--- config.mk ---
export PLATFORM = sky130hd
export DESIGN_NAME = reg_ready_table
export DESIGN_NICKNAME = d
export VERILOG_FILES = /design/src/rtl/reg_ready_table.sv
export SDC_FILE = /design/constraint.sdc
export NUM_CORES = 1
export LEC_CHECK = 0
export CELL_PAD_IN_SITES_DETAIL_PLACEMENT = 1
export CELL_PAD_IN_SITES_GLOBAL_PLACEMENT = 2
export CORE_ASPECT_RATIO = 1.25
export CORE_MARGIN = 2
export CORE_UTILIZATION = 28
export CTS_CLUSTER_DIAMETER = 40
export DETAILED_ROUTE_END_ITERATION = 12
export PLACE_DENSITY_LB_ADDON = 0.1
export SLEW_MARGIN = 25
export SYNTH_ARGS = -nofsm -noshare
export SYNTH_HDL_FRONTEND = slang
export SYNTH_SLANG_ARGS = --single-unit
--- constraint.sdc ---
create_clock -name clk -period 2.2 [get_ports clk]
set_input_delay 0.33 -clock clk [delete_from_list [all_inputs] [get_ports clk]]
set_output_delay 0.33 -clock clk [all_outputs]
set_load 0.01 [all_outputs]
--- src/rtl/reg_ready_table.sv ---
// rtl/reg_ready_table.sv - register ready table with serialization drain handshake
module reg_ready_table #(
    parameter int NUM_REGS = 32,
    parameter int IDX_W    = 5
) (
    input  logic                clk,
    input  logic                rst,
    input  logic [IDX_W-1:0]    rs1_idx,
    input  logic [IDX_W-1:0]    rs2_idx,
    output logic                rs1_ready,
    output logic                rs2_ready,
    input  logic                disp_valid,
    input  logic [IDX_W-1:0]    disp_rd,
    input  logic                wb0_valid,
    input  logic [IDX_W-1:0]    wb0_rd,
    input  logic                wb1_valid,
    input  logic [IDX_W-1:0]    wb1_rd,
    input  logic                flush,
    output logic [NUM_REGS-1:0] ready_vec,
    input  logic                all_ready,
    input  logic                ser_req,
    output logic                ser_gnt,
    input  logic                ser_done,
    output logic                disp_stall
);

    typedef enum logic [1:0] {
        S_IDLE,
        S_DRAIN,
        S_HOLD
    } state_t;

    state_t                state_q;
    state_t                state_d;
    logic                  gnt_q;
    logic [NUM_REGS-1:1]   ready_q;
    logic [NUM_REGS-1:1]   ready_d;
    logic [NUM_REGS-1:1]   disp_hit;
    logic [NUM_REGS-1:1]   wb_hit;
    logic                  disp_acc;
    logic                  rs1_bypass;
    logic                  rs2_bypass;

    assign disp_stall = (state_q != S_IDLE);
    assign disp_acc   = disp_valid && !disp_stall;

    // x0 has no storage; its bit is tied high so lookups and the AND see it ready.
    always_comb begin
        disp_hit = '0;
        wb_hit   = '0;
        for (int i = 1; i < NUM_REGS; i++) begin
            disp_hit[i] = disp_acc && (disp_rd == IDX_W'(i));
            wb_hit[i]   = (wb0_valid && (wb0_rd == IDX_W'(i))) ||
                          (wb1_valid && (wb1_rd == IDX_W'(i)));
        end
    end

    // A same-cycle dispatch clear beats writeback: the writeback is from the older producer.
    always_comb begin
        ready_d = (ready_q | wb_hit) & ~disp_hit;
        if (flush) begin
            ready_d = '1;
        end
    end

    always_ff @(posedge clk) begin
        if (rst) begin
            ready_q <= '1;
        end else begin
            ready_q <= ready_d;
        end
    end

    assign ready_vec = {ready_q, 1'b1};

    assign rs1_bypass = (wb0_valid && (wb0_rd == rs1_idx)) || (wb1_valid && (wb1_rd == rs1_idx));
    assign rs2_bypass = (wb0_valid && (wb0_rd == rs2_idx)) || (wb1_valid && (wb1_rd == rs2_idx));
    assign rs1_ready  = ready_vec[rs1_idx] || rs1_bypass;
    assign rs2_ready  = ready_vec[rs2_idx] || rs2_bypass;

    always_comb begin
        state_d = state_q;
        case (state_q)
            S_IDLE: begin
                if (ser_req) begin
                    state_d = S_DRAIN;
                end
            end
            S_DRAIN: begin
                if (all_ready) begin
                    state_d = S_HOLD;
                end
            end
            S_HOLD: begin
                if (ser_done) begin
                    state_d = S_IDLE;
                end
            end
            default: state_d = S_IDLE;
        endcase
        if (flush) begin
            state_d = S_IDLE;
        end
    end

    // Grant is its own flop so it is glitch-free toward the serializing instruction.
    always_ff @(posedge clk) begin
        if (rst) begin
            state_q <= S_IDLE;
            gnt_q   <= 1'b0;
        end else begin
            state_q <= state_d;
            gnt_q   <= (state_d == S_HOLD);
        end
    end

    assign ser_gnt = gnt_q;

endmodule

==> impl_metrics.toml, run 1 <==
[die]
start_util = 0.288
core_area_sq_um = 8700
dieWidth_um = 88.6
ios = 70
rows = 38
dieArea_sq_um = 9710
die_y_um = 110

[finish]
drive_above_1_share = 0.263
antennaDiodeCount = 0
area_growth_pct = 50.6
final_common_cell = "buf_4"
finalInstanceArea_sq_um = 3770
fin_nets = 436
mostFrequentLayoutCells = "buf_4 (65), clkdlybuf4s50_1 (61), o22ai_1 (54), nand2_1 (51), dfxtp_1 (28)"

[placed_design]
portBuffers = 68
place_ws_ns = -0.781
gp_congestion = 0.840
placed_cell_area_sq_um = 3670
hpwl_um = 8300

[detailed_routing]
vias = 2830
drt_iter0_drc = 200
routed_wl_um = 10300
route.detailed.drc = 0
viasPerCell = 5.41
firstDrtPassIters = 5
detail_route.wl_per_cell_um = 19.7
ant_nets = 0

[sta]
period_minus_slack_ns = 2.28
slew_viol_final = 0
timing.fmax_mhz = 438
hold_viol = 0
rsz0062_at_grt = "yes"
fin_crit_sh = 1.04
setup_violations = 2
whs_ns = 0.523
final.setup_skew_ns = 0.00275
fin_ws_ns = -0.0841

[cts]
htree_levels = 2
clkTransAtPathRegs_ns = 0.08
clock-sinks = 34
numCtsBuffers = 5
cts_buffer_depth = 2
cts_root_buf = "clkbuf_8"
cts_tree = "done"
clk_latency_ns = 0.30

[yosys]
yosysWarnings = 0
netlist_instances = 288
async_flop_share = 0
synth_area_leaders = "dfxtp_1 (27%), o22ai_1 (14%), nand2_1 (7.6%)"
ys_seq_area_frac = 0.272
synthFlopType = "dfxtp_1"
netlist_area_sq_um = 2500
postSynthNetCount = 322
yosysUniqueCellTypes = 39
ys_seq_elements = 34
synth_top_area_frac = 0.272
yosysTopAreaCell = "dfxtp_1"
synth_area_per_cell_sq_um = 8.69
synth-edff-count = 0

[power]
ir_drop_mv = 0.203
power.leakage_nw = 1.33
switchingPower_mw = 0.455
p_comb_frac = 0.248
pwr-share-seq = 0.412
p_clk_frac = 0.340
switching_share = 0.301
internal_power_mw = 1.06
powerDensity_nw_per_um2 = 401

[grt]
grt_pass1_vias = 3035
grt_use_met2 = 0.381
grtUsageTotal = 0.220
grt-busiest-layer = "met2"
grt_pass1_wl_um = 16200
antenna_found_initial = 0
grt-ovfl-total = 0
gr-usage-met3 = 0.0300
grt_max_degree = 33
grtUsageMet1 = 0.277

[job]
cap_violations = 0

[critical_path]
arrival_ns = 1.95
crit_path_end_kind = "primary output"
crit_path_start_kind = "flop"
slowest_delay_ns = 0.48
crit_chain = "mux4_2, mux2i_2, nand2_1, a2111o_1, buf_2"
worstPathRequired_ns = 1.87
crit_slowest_cell = "mux4_2"
critPathKind = "reg -> out"
critPathMaxFanout = 3

[status]
outcome = "finished, violations left"
failed_checks = "negative setup slack"

[min_path]
hp-class = "reg -> reg"
sequential cells by signal, indices dropped and copies added (netlist names):
signal,flops
ready_q,31
ser_gnt,1
state_q,2
cell usage after synthesis, drive strengths merged (3+ instances only):
library cell and count:
mux2i 9, nor3 3, o32ai 10, nand4b 6, a31oi 3, mux4 12
or2 3, inv 3, buf 12, nand2b 13, xnor2 20, nor2 8
or4bb 3, nand3 3, nand4bb 3, o22ai 54, nand2 51, clkbuf 15
nand4 6, dfxtp 34
kinds of logic after synthesis:
family / after synthesis / synth area share
and+or+nand+nor: 106 / 0.229
AOI/OAI and AO/OA: 76 / 0.210
DFF: 34 / 0.272
buffers and inverters: 30 / 0.0655
muxes: 21 / 0.152
xor gates and xnor gates: 20 / 0.0700
other: 1 / 0.00150
layout make-up:
type                            instances  area (sq um)
Fill cell                            1020          4930
Inverter                                3          11.3
Multi-Input combinational cell        224          1660
Timing Repair Buffer                  134          1170
Clock buffer                            6          82.6
Clock inverter                          2          12.5
Sequential cell                        34           688
Tap cell                              120           150
worst paths after layout:
| check | from | endpoint | slack, ns | cells after the start |
|---|---|---|---|---|
| worst max-delay path | ready_q[11] | rs2_ready | -0.08 | 5 |
| worst min-delay path | state_q[1] | state_q[0] | 0.52 | 1 |
| worst max register to register | state_q[1] | ready_q[4] | 0.60 | 5 |
| worst min register to register | state_q[1] | state_q[0] | 0.52 | 1 |
metrics by stage:
step,instances,TNS [ns],util,power [mW]
floorplan,288,0,-,0.836
global placement,514,-1.49,0.422,1.01
detailed placement,514,-1.54,0.422,1.01
CTS,522,-0.195,0.432,1.53
global route,523,-0.192,0.433,1.57
finish,523,-0.0972,0.433,1.51
repair_timing:
| item | 4_1_cts | 5_1_grt |
|---|---|---|
| endpoints found under the setup margin | 2 | 2 |
| resized for setup | 31 | 3 |
| buffers inserted | 0 | 1 |
| hold buffers | 0 | 0 |
| pin swaps | 4 | 4 |
| endpoints found under the hold margin | 0 | 0 |
worst max-delay path, delay by kind of cell (launching register included):
family	cells	cell delay [ns]
mux	2	0.67
compound gates	1	0.39
simple gates	1	0.11
buf+inv	1	0.15
flops	1	0.35
per-layer routing:
metal | part of all wire | vias to the layer above
met5 | 0 | -
met4 | 0.018 | 0
met3 | 0.052 | 13
met1 | 0.43 | 1394
li1 | - | 1335
met2 | 0.50 | 88
power groups by stage:
stage / registers (mW) / logic, mW / clock network (mW)
final: 0.623 / 0.375 / 0.514
after global routing: 0.624 / 0.406 / 0.545
after CTS: 0.623 / 0.376 / 0.527
after detailed placement: 0.637 / 0.377 / 0
after global placement: 0.637 / 0.371 / 0
after floorplan: 0.638 / 0.199 / 0
No activity file was read; power rests on OpenSTA's default activity.
==> run 2, diff against run 1 <==
Settings changed: ABC_AREA set to 0.
==> results of run 2 <==
Same layout as run 1: the final DEF is identical, and so are final timing and power.
